==> src/rtl/ro_pkg.sv <==
// Shared definitions for the ring-oscillator gate counter.
package ro_pkg;

    // Measurement FSM encoding.
    typedef enum logic [1:0] {
        IDLE = 2'd0,
        GATE = 2'd1,
        DONE = 2'd2
    } ro_state_t;

    // Default measurement window length in clk cycles.
    localparam int GATE_CYCLES_DEFAULT = 10000;

endpackage

==> src/rtl/sync2.sv <==
// Parameterised flop-chain synchroniser; every stage resets to 0.
module sync2 #(
    parameter int STAGES = 2,
    parameter int WIDTH  = 1
) (
    input  logic             clk,
    input  logic             rst_n,
    input  logic [WIDTH-1:0] d,
    output logic [WIDTH-1:0] q
);

    logic [WIDTH-1:0] stage_q [STAGES];

    // Shift the asynchronous input through the chain, one stage per clk.
    // NOTE: non-blocking assignments let every stage sample the previous stage's old value.
    always_ff @(posedge clk or negedge rst_n) begin
        if (!rst_n) begin
            for (int i = 0; i < STAGES; i++) begin
                stage_q[i] <= '0;
            end
        end else begin
            stage_q[0] <= d;
            for (int i = 1; i < STAGES; i++) begin
                stage_q[i] <= stage_q[i-1];
            end
        end
    end

    assign q = stage_q[STAGES-1];

endmodule

==> src/rtl/ro_gate_counter.sv <==
// Counts rising edges of an asynchronous ring-oscillator output over a
// fixed window of GATE_CYCLES clk cycles and publishes the saturating result.
module ro_gate_counter
    import ro_pkg::*;
#(
    parameter int WIDTH       = 16,
    parameter int GATE_CYCLES = GATE_CYCLES_DEFAULT
) (
    input  logic             clk,
    input  logic             rst_n,
    input  logic             osc_in,
    input  logic             en,
    output logic [WIDTH-1:0] count,
    output logic             count_valid,
    output logic             overflow,
    output logic             busy
);

    localparam int               TW         = $clog2(GATE_CYCLES);
    localparam logic [TW-1:0]    TIMER_LAST = TW'(GATE_CYCLES - 1);
    localparam logic [WIDTH-1:0] ACC_MAX    = '1;

    ro_state_t        state_q;
    logic [TW-1:0]    timer_q;
    logic [WIDTH-1:0] acc_q;
    logic [WIDTH-1:0] acc_next;
    logic             sat_q;
    logic             sat_next;
    logic             sync_q;
    logic             hist_q;
    logic             rise;

    // Synchroniser runs in every state so the history flop always holds the
    // previous level and a steady high input never looks like an edge.
    sync2 #(
        .STAGES (2),
        .WIDTH  (1)
    ) u_sync (
        .clk   (clk),
        .rst_n (rst_n),
        .d     (osc_in),
        .q     (sync_q)
    );

    // History flop for edge detection.
    always_ff @(posedge clk or negedge rst_n) begin
        if (!rst_n) begin
            hist_q <= 1'b0;
        end else begin
            hist_q <= sync_q;
        end
    end

    assign rise = sync_q & ~hist_q;

    // Saturating accumulator step: at the maximum, an edge sets the flag instead of wrapping.
    // NOTE: every variable gets a default first so no path leaves it unassigned (no latch).
    always_comb begin
        acc_next = acc_q;
        sat_next = sat_q;
        if (rise) begin
            if (acc_q == ACC_MAX) begin
                sat_next = 1'b1;
            end else begin
                acc_next = acc_q + WIDTH'(1);
            end
        end
    end

    // Gate FSM with registered outputs; the result is loaded on the edge that
    // enters DONE, so count/overflow/count_valid are visible during DONE and
    // the final gate cycle's edge is included.
    always_ff @(posedge clk or negedge rst_n) begin
        if (!rst_n) begin
            state_q     <= IDLE;
            timer_q     <= '0;
            acc_q       <= '0;
            sat_q       <= 1'b0;
            count       <= '0;
            overflow    <= 1'b0;
            count_valid <= 1'b0;
            busy        <= 1'b0;
        end else begin
            count_valid <= 1'b0;
            case (state_q)
                IDLE: begin
                    if (en) begin
                        state_q <= GATE;
                        timer_q <= '0;
                        acc_q   <= '0;
                        sat_q   <= 1'b0;
                        busy    <= 1'b1;
                    end
                end
                GATE: begin
                    if (!en) begin
                        // Abort: drop the partial window, keep the published result.
                        state_q <= IDLE;
                        busy    <= 1'b0;
                    end else begin
                        acc_q <= acc_next;
                        sat_q <= sat_next;
                        if (timer_q == TIMER_LAST) begin
                            state_q     <= DONE;
                            busy        <= 1'b0;
                            count       <= acc_next;
                            overflow    <= sat_next;
                            count_valid <= 1'b1;
                        end else begin
                            timer_q <= timer_q + TW'(1);
                        end
                    end
                end
                DONE: begin
                    if (en) begin
                        state_q <= GATE;
                        timer_q <= '0;
                        acc_q   <= '0;
                        sat_q   <= 1'b0;
                        busy    <= 1'b1;
                    end else begin
                        state_q <= IDLE;
                    end
                end
                default: begin
                    state_q <= IDLE;
                    busy    <= 1'b0;
                end
            endcase
        end
    end

endmodule
==> config.mk <==
export PLATFORM = sky130hd
export DESIGN_NAME = ro_gate_counter
export DESIGN_NICKNAME = d
export VERILOG_FILES = /design/src/rtl/ro_pkg.sv /design/src/rtl/sync2.sv /design/src/rtl/ro_gate_counter.sv
export SDC_FILE = /design/constraint.sdc
export NUM_CORES = 1
export LEC_CHECK = 0
export CORE_MARGIN = 10
export CORE_UTILIZATION = 35
export DETAILED_ROUTE_END_ITERATION = 12
export DONT_BUFFER_PORTS = 1
export GPL_ROUTABILITY_DRIVEN = 0
export PLACE_DENSITY = 0.51
export SKIP_CTS_REPAIR_TIMING = 1
export SYNTH_ARGS = -nofsm -noshare
export SYNTH_HDL_FRONTEND = slang
export SYNTH_SLANG_ARGS = --single-unit
export TNS_END_PERCENT = 100
==> constraint.sdc <==
create_clock -name clk -period 2.55 [get_ports clk]
set_clock_uncertainty 0.1 [all_clocks]
set_input_delay 0.51 -clock clk [delete_from_list [all_inputs] [get_ports clk]]
set_output_delay 0.51 -clock clk [all_outputs]
set_load 0.05 [all_outputs]
==> run summary, run 1 <==
Status - finished clean
Synth Cell Area - 0.002892 mm^2
CTS buffer count - 5
Clk Latency, worst-skew pair - 0.31 ns
IO Count - 23
Fillers - 810
Layout cells sized above 1 - 0.1126
H-tree depth - 2
Die X - 110.9 um
DR pass1 iterations - 4
Drt total wl - 6611 um
Arr. time, crit path - 2.18 ns
First-pass GRT wire length - 10960 um
RSZ-0062 raised after global routing - false
Sequential share of power - 0.552
Layout area overhead - 9.087%
Max-cap violations - 0
DRC viols - 0
Gr ovfl total - 0
Worst slack, placed - 0.5003 ns
Vias in the first global route - 2114
Max Root-Sink Buffers - 2
Clk slew on worst S/H paths - 0.10 ns
Hold_sp - osc_in
Combinational power share - 0.079
Max Freq - 0.4809 GHz
Clock tree sinks - 55
Normalized max-slew margin - 0.6564
Critical Path RT - 2.66 ns
Synth top area cells - dfrtp_1 48%, nand2_1 4.3%, xor2_1 3.9%
Core ar. - 0.008134 mm^2
Vias/cell - 5.265
Final hold vios - 0
Tmin final - 2.079 ns
Class of the worst hold path - input pin to flop
FF-to-FF End - acc_q[2]
Antenna-violating nets left - 0
Cell area power density - 536.8 mW/mm^2
Synth area leader - dfrtp_1
PortBufs - 0
Antenna violations before repair - 0
FF+latch count, synth - 55
Reg area - 0.001376 mm^2
Diodes inserted - 0
Clock Root Buffer - clkbuf_8
Setup violators final - 0
Largest net degree at the start of global routing - 56
Yosys warns - 0
Row count - 33
R2R depth - 6
Cell variety after synth - 56
Critical path type - flop to flop
Fin crit share - 0.8155
Reg2reg setup slack - 0.47 ns
Synth cell count leaders - 55 x dfrtp_1, 33 x nand2_1, 29 x nor2_1, 17 x a21oi_1, 17 x nand3_1
Syn Inst Count - 299
Die area - 0.01230 mm^2
Synth top area share - 0.4760
Net Sw Power - 433.6 uW
Crit Path Max Fanout - 8
Internal power - 1.260 mW
Actual slew at the worst max-slew pin - 0.5154 ns
CP Capture Type - flop
RR Startpoint - acc_q[0]
Lkg Pwr - 1.361 nW
Syn nets - 305
Worst setup path endpoint - acc_q[2]
Average cell area after synthesis - 9.671 um^2
Drt wl/cell - 16.24 um
Fin nets - 307
Crit start category - flop
Most frequent cell after synthesis - dfrtp_1
Die H - 110.9 um
Ys async rst share - 1.000
EDFF count, synth - 0
Switching share of power - 0.2561
Post-DP HPWL - 4572 um
Sequential fraction of the synthesis area - 0.4760
Worst vdd ir - 0.2911 mV
Setup TNS - 0 ns
Max-slew violations - 0
Clock Power Share - 0.369
Initial Util - 0.3555
Initial DRC count - 116
Ys flop type - dfrtp_1
Worst Setup SP - acc_q[0]
Final worst slack - 0.4705 ns
TritonCTS clock tree - yes
Multi-input logic area - 0.001428 mm^2
Via count - 2143
GRT Total Usage - 0.1027
how the worst min path moves through the flow:
stage	end	slack, ns	depth (start not counted)
global placement	count[8]	0.12	0
detailed placement	count[8]	0.12	0
global route	u_sync.stage_q[1]	0.10	0
floorplan	acc_q[0]	0.11	0
CTS	acc_q[13]	-0.23	0
finish	u_sync.stage_q[1]	0.12	0
per-layer routing:
layer / share of wire / vias to the layer above / GRT usage
met5: 0 / - / 0
met1: 0.49 / 1047 / 0.1331
li1: - / 1058 / -
met2: 0.45 / 34 / 0.1631
met3: 0.048 / 4 / 0.03301
met4: 0.0073 / 0 / 0.01997
cells by family (layout without fill, tap and decap cells):
group	count (synthesis)	after routing	share of synthesized area
fa+ha+maj	2	2	0.008653
xor+xnor	25	25	0.07572
buf+inv	18	21	0.03029
simple gates	138	138	0.2748
mux	1	1	0.003462
compound gates	60	60	0.1311
flops	55	55	0.4760
worst max-delay path, stage by stage (launching register included):
cell	delay, ns
dfrtp_1	0.43
ha_1	0.31
nand3_2	0.18
nor3_4	0.32
a21oi_2	0.18
a32o_1	0.28
a31o_1	0.18
power groups by stage:
| stage | logic [mW] | clock network (mW) | registers, mW |
|---|---|---|---|
| floorplan | 0.0813 | 0 | 0.945 |
| global placement | 0.109 | 0 | 0.951 |
| detailed placement | 0.114 | 0 | 0.951 |
| CTS | 0.113 | 0.638 | 0.935 |
| global route | 0.154 | 0.670 | 0.938 |
| finish | 0.134 | 0.625 | 0.934 |
per-stage QoR:
stage | area, um^2 | hold slack (ns) | power [mW] | cells | utilization
final | 3154 | 0.1216 | 1.693 | 407 | 0.3878
after global placement | 2999 | 0.1167 | 1.060 | 397 | 0.3687
after floorplan | 2892 | 0.1144 | 1.026 | 299 | -
after global routing | 3154 | 0.1007 | 1.762 | 407 | 0.3878
after detailed placement | 2999 | 0.1172 | 1.065 | 397 | 0.3687
after CTS | 3117 | -0.2297 | 1.686 | 405 | 0.3832
layout by cell type, fill, tap and decap left out, drive strengths merged, types with 2 or more instances in the layout:
cell and n:
inv 5, nand4 10, nor3b 2, nand2b 3
dfrtp 55, xor2 13, or2 2, or3 2
nand3 19, a32o 2, a31oi 4, a21o 5
o21ai 20, nor2b 2, clkbuf 6, xnor2 12
and4 4, nor4b 3, buf 7, o221a 2
nor4 2, ha 2, a21oi 19, and2 5
nand2 34, nor2 29, nor3 10, a211oi 3
and3 8
layout make-up:
class	count	area share
timing repair buffer	8	0.02618
multi-input combinational	226	0.4526
clock inverter	2	0.01111
inverter	5	0.005950
clock buffer	6	0.02618
tap	105	0.04165
sequential	55	0.4363
registers in the layout (all words and copies together) (netlist names):
register,count
acc_q,16
count,16
timer_q,14
state_q,2
busy,1
count_valid,1
hist_q,1
overflow,1
sat_q,1
u_sync.q,1
u_sync.stage_q,1
Note: power is estimated with default switching activity, not from simulation.
==> run 2, diff against run 1 <==
--- a/config.mk
+++ b/config.mk
@@ -10,7 +10,7 @@
 export DETAILED_ROUTE_END_ITERATION = 12
 export DONT_BUFFER_PORTS = 1
 export GPL_ROUTABILITY_DRIVEN = 0
-export PLACE_DENSITY = 0.51
+export PLACE_DENSITY = 0.53
 export SKIP_CTS_REPAIR_TIMING = 1
 export SYNTH_ARGS = -nofsm -noshare
 export SYNTH_HDL_FRONTEND = slang
==> constraint.sdc (replaced) <==
create_clock -name clk -period 1.7 [get_ports clk]
set_clock_uncertainty 0.1 [all_clocks]
set_input_delay 0.34 -clock clk [delete_from_list [all_inputs] [get_ports clk]]
set_output_delay 0.34 -clock clk [all_outputs]
set_load 0.05 [all_outputs]
==> run 2 against run 1 <==
- the flow now finishes with violations (hold timing, setup timing)
- final area up 24%
- critical path depth down 1
- worst hold slack got worse by 0.52 ns
- global-route usage up 1.1 points
- routed wire length rose by 12%
- die area stayed put
- maximum frequency rose by 18%
- via count up 11%
- sequential power up 49%
- sequential share of layout area decreased by 8.4 points
- clock power up 32%
- critical endpoint is now count[7]
- largest cell class unchanged
==> run summary, run 2 (synthesis gave the netlist of run 1 again) <==
Die area - 0.01230 mm^2
Setup violators final - 22
GRT Total Usage - 0.1133
Core ar. - 0.008134 mm^2
Die X - 110.9 um
Metal2 WL - 3464 um
Worst vdd ir - 0.3739 mV
Normalized max-slew margin - 0.6385
Lkg Pwr - 1.728 nW
Cell area power density - 636.0 mW/mm^2
Critical path type - flop to flop
Post-DP HPWL - 5174 um
Max Freq - 0.5657 GHz
Drt wl/cell - 16.05 um
Layout area overhead - 35.40%
Fin crit share - 1.040
Class of the worst hold path - input pin to asynchronous set/reset pin
Failing checks - hold timing, setup timing
H-tree depth - 2
Final hold vios - 55
Actual slew at the worst max-slew pin - 0.5422 ns
Setup TNS - -0.6857 ns
Initial Util - 0.3555
Max Root-Sink Buffers - 2
Layout cells sized above 1 - 0.3782
RSZ-0062 raised after global routing - true
Drt total wl - 7417 um
Fin nets - 362
CP Capture Type - flop
Status - complete, but fails checks
Largest net degree at the start of global routing - 56
Clock Root Buffer - clkbuf_8
DRC viols - 0
Vias/cell - 5.152
Crit Path Max Fanout - 5
Arr. time, crit path - 1.86 ns
DRT met1 WL - 3528 um
Most common cell after layout, fill and taps aside - dfrtp_1
Largest registers - acc_q (16), count (16), timer_q (14)
Clk slew on worst S/H paths - 0.11 ns
Gr ovfl total - 0
Initial DRC count - 75
CTS buffer count - 5
Total power - 2.490 mW
Tmin final - 1.768 ns
DP Area - 0.003478 mm^2
PortBufs - 0
Via count - 2380
Row count - 33
DR pass1 iterations - 4
Max-slew violations - 0
WL met3 - 335 um
Vias in the first global route - 2332
First-pass GRT wire length - 11810 um
IO Count - 23
Most frequent cells in the layout - 53 x dfrtp_1, 51 x buf_4, 25 x nor2_1
Top Metal Used - met4
Critical Path RT - 1.79 ns
Diodes inserted - 0
Clock tree sinks - 55
Die H - 110.9 um
TritonCTS clock tree - yes
Max-cap violations - 0
Antenna violations before repair - 0
Clk Latency, worst-skew pair - 0.31 ns
Worst hold margin - -0.3952 ns
Final worst slack - -0.06760 ns
Final instance area - 0.003915 mm^2
Crit start category - flop
Antenna-violating nets left - 0
==> run 2: per-stage QoR <==
| step | std cells | util | setup slack (ns) |
|---|---|---|---|
| floorplan | 299 | - | -0.03782 |
| global placement | 447 | 0.4276 | -0.05936 |
| detailed placement | 447 | 0.4276 | -0.08565 |
| CTS | 455 | 0.4404 | -0.1067 |
| global route | 462 | 0.4813 | -0.1375 |
| finish | 462 | 0.4813 | -0.06760 |
==> run 2: per-layer routing <==
metal / track usage / up-vias
li1: - / 1175
met2: 0.1761 / 40
met3: 0.02597 / 6
met4: 0.03559 / 0
met5: 0 / -
met1: 0.1514 / 1159
==> run 2: path summary, 6_finish.rpt <==
| check | start | to | slack, ns | cells after the start |
|---|---|---|---|---|
| worst min-delay path | rst_n | timer_q[9] | -0.40 | 0 |
| worst min register to register | u_sync.stage_q[1] | u_sync.q | 0.26 | 0 |
| min in group clk | en | busy | 0.11 | 2 |
| worst max register to register | hist_q | count[7] | -0.07 | 5 |
| max in group asynchronous | rst_n | u_sync.stage_q[1] | 1.78 | 0 |
| worst max-delay path | hist_q | count[7] | -0.07 | 5 |
==> run 2: cell type report <==
| cell class | instances | area (um^2) |
|---|---|---|
| clock buffer | 7 | 96.34 |
| clock inverter | 1 | 7.507 |
| fill | 738 | 4219 |
| inverter | 5 | 18.77 |
| multi-input combinational | 226 | 1712 |
| sequential | 55 | 1379 |
| tap | 105 | 131.4 |
| timing repair buffer | 63 | 570.5 |
==> run 2: report_power, final <==
part           total, mW  internal (mW)  switching, mW
logic              0.273          0.132          0.141
registers           1.39           1.35         0.0486
clock network      0.823          0.372          0.451
==> run 2: critical path, stage by stage (launching register included) <==
cell and delay (ns):
dfrtp_1 0.38, nand2b_2 0.21, or3_4 0.44, a211oi_2 0.26, xnor2_1 0.18, o21ai_1 0.08
==> run 3, diff against run 2 <==
--- a/config.mk
+++ b/config.mk
@@ -10,6 +10,7 @@
 export DETAILED_ROUTE_END_ITERATION = 12
 export DONT_BUFFER_PORTS = 1
 export GPL_ROUTABILITY_DRIVEN = 0
+export MAX_ROUTING_LAYER = met4
 export PLACE_DENSITY = 0.53
 export SKIP_CTS_REPAIR_TIMING = 1
 export SYNTH_ARGS = -nofsm -noshare
==> constraint.sdc (replaced) <==
create_clock -name clk -period 1.7 [get_ports clk]
set_clock_uncertainty 0.1 [all_clocks]
set_input_delay 0.425 -clock clk [delete_from_list [all_inputs] [get_ports clk]]
set_output_delay 0.425 -clock clk [all_outputs]
set_load 0.05 [all_outputs]
==> run 3 against run 2 <==
- power about the same
- via count shrank 0.55%
- critical endpoint unchanged
- core utilization decreased by 0.22 points
- routed wire length down 0.69%
- largest power group unchanged
- clock power increased by 0.6%
- die area unchanged
- setup slack better by 0.012 ns
- global-route usage grew 0.35 points
- register-to-register slack hardly changed
- critical path type unchanged
- the flow still finishes with violations (hold timing, setup timing)
- clock-buffer cell count unchanged
==> run summary, run 3 (synthesis gave the netlist of run 1 again) <==
Status - complete, but fails checks
Failing checks - hold timing, setup timing
Antenna violations before repair - 0
Worst slack, placed - -0.08565 ns
CP Capture Type - flop
H-tree depth - 2
Sequential share of power - 0.559
WL met3 - 315 um
Layout cells sized above 1 - 0.3736
Die H - 110.9 um
DRT met1 WL - 3491 um
Core ar. - 0.008134 mm^2
Reg2reg setup slack - -0.06 ns
Worst Setup SP - hist_q
Internal power - 1.849 mW
CTS buffer count - 5
Crit Path Max Fanout - 5
Largest net degree at the start of global routing - 56
RSZ-0062 raised after global routing - true
TritonCTS clock tree - yes
Clk slew on worst S/H paths - 0.11 ns
Combinational power share - 0.108
Clock Root Buffer - clkbuf_8
Post-DP HPWL - 5174 um
Crit start category - flop
Arr. time, crit path - 1.86 ns
Initial DRC count - 101
Switching share of power - 0.2582
Drt wl/cell - 15.98 um
Actual slew at the worst max-slew pin - 0.5422 ns
Total power - 2.492 mW
R2R depth - 5
Setup violators final - 23
Fillers - 740
Top Metal Used - met4
Metal2 WL - 3475 um
Final instance area - 0.003897 mm^2
Layout area overhead - 34.79%
Die X - 110.9 um
PortBufs - 0
Clock Power Share - 0.332
Most frequent cells in the layout - 53 x dfrtp_1, 51 x buf_4, 25 x nor2_1
Clock tree sinks - 55
DRC viols - 0
DR pass1 iterations - 4
Final worst slack - -0.05584 ns
First-pass GRT wire length - 11810 um
Max Freq - 0.5695 GHz
Die area - 0.01230 mm^2
Most common cell after layout, fill and taps aside - dfrtp_1
Antenna-violating nets left - 0
Gr ovfl total - 0
Fin nets - 361
Drt total wl - 7366 um
Tmin final - 1.756 ns
Critical path type - flop to flop
Row count - 33
Normalized max-slew margin - 0.6385
DP Area - 0.003478 mm^2
Initial Util - 0.3555
Max Root-Sink Buffers - 2
Via count - 2367
FF-to-FF End - count[7]
Diodes inserted - 0
GRT Total Usage - 0.1168
Net Sw Power - 643.4 uW
IO Count - 23
Lkg Pwr - 1.725 nW
Cell area power density - 639.4 mW/mm^2
Vias/cell - 5.134
Final hold vios - 55
Max-slew violations - 0
Final core occ - 0.4792
Largest registers - acc_q (16), count (16), timer_q (14)
RR Startpoint - hist_q
Worst hold margin - -0.3108 ns
Max-cap violations - 0
Class of the worst hold path - input pin to asynchronous set/reset pin
Fin crit share - 1.033
Clk Latency, worst-skew pair - 0.31 ns
Worst vdd ir - 0.3812 mV
Vias in the first global route - 2323
Critical Path RT - 1.80 ns
run 3: cell count changes in the layout (fill, tap and decap cells not counted), sizes merged:
cell,change
dlygate4sd3,-1
run 3: power groups by stage:
stage	logic (mW)	registers [mW]	clock network, mW
floorplan	0.125	1.42	0
global placement	0.239	1.42	0
detailed placement	0.236	1.42	0
CTS	0.235	1.40	0.849
global route	0.300	1.40	0.904
finish	0.270	1.39	0.828
run 3: per-layer routing:
layer	up-vias	GRT usage
li1	1172	-
met1	1150	0.1498
met2	39	0.1769
met3	6	0.02922
met4	0	0.03559
met5	-	-
run 3: critical path, stage by stage, from the launching register on:
cell	delay, ns
dfrtp_1	0.38
nand2b_2	0.21
or3_4	0.44
a211oi_2	0.26
xnor2_1	0.18
o21ai_1	0.08
run 3: how the worst max path moves through the flow:
| stage | cells after the start | to | slack [ns] |
|---|---|---|---|
| detailed placement | 6 | acc_q[8] | -0.09 |
| finish | 5 | count[7] | -0.06 |
| global placement | 6 | acc_q[8] | -0.06 |
| floorplan | 7 | count[11] | -0.04 |
| global route | 7 | acc_q[13] | -0.14 |
| CTS | 6 | acc_q[8] | -0.11 |
run 3: through the flow:
stage	setup TNS [ns]	instances
after floorplan	-0.4045	299
after global placement	-0.3980	447
after detailed placement	-0.7056	447
after CTS	-1.302	455
after global routing	-2.955	461
final	-0.6298	461
run 3: final cells by class:
class | count | area (um^2) | area share
tap | 105 | 131.4 | 0.03371
clock buffer | 7 | 96.34 | 0.02472
multi-input combinational | 226 | 1704 | 0.4372
timing repair buffer | 62 | 560.5 | 0.1438
sequential | 55 | 1379 | 0.3538
inverter | 5 | 18.77 | 0.004815
clock inverter | 1 | 7.507 | 0.001926
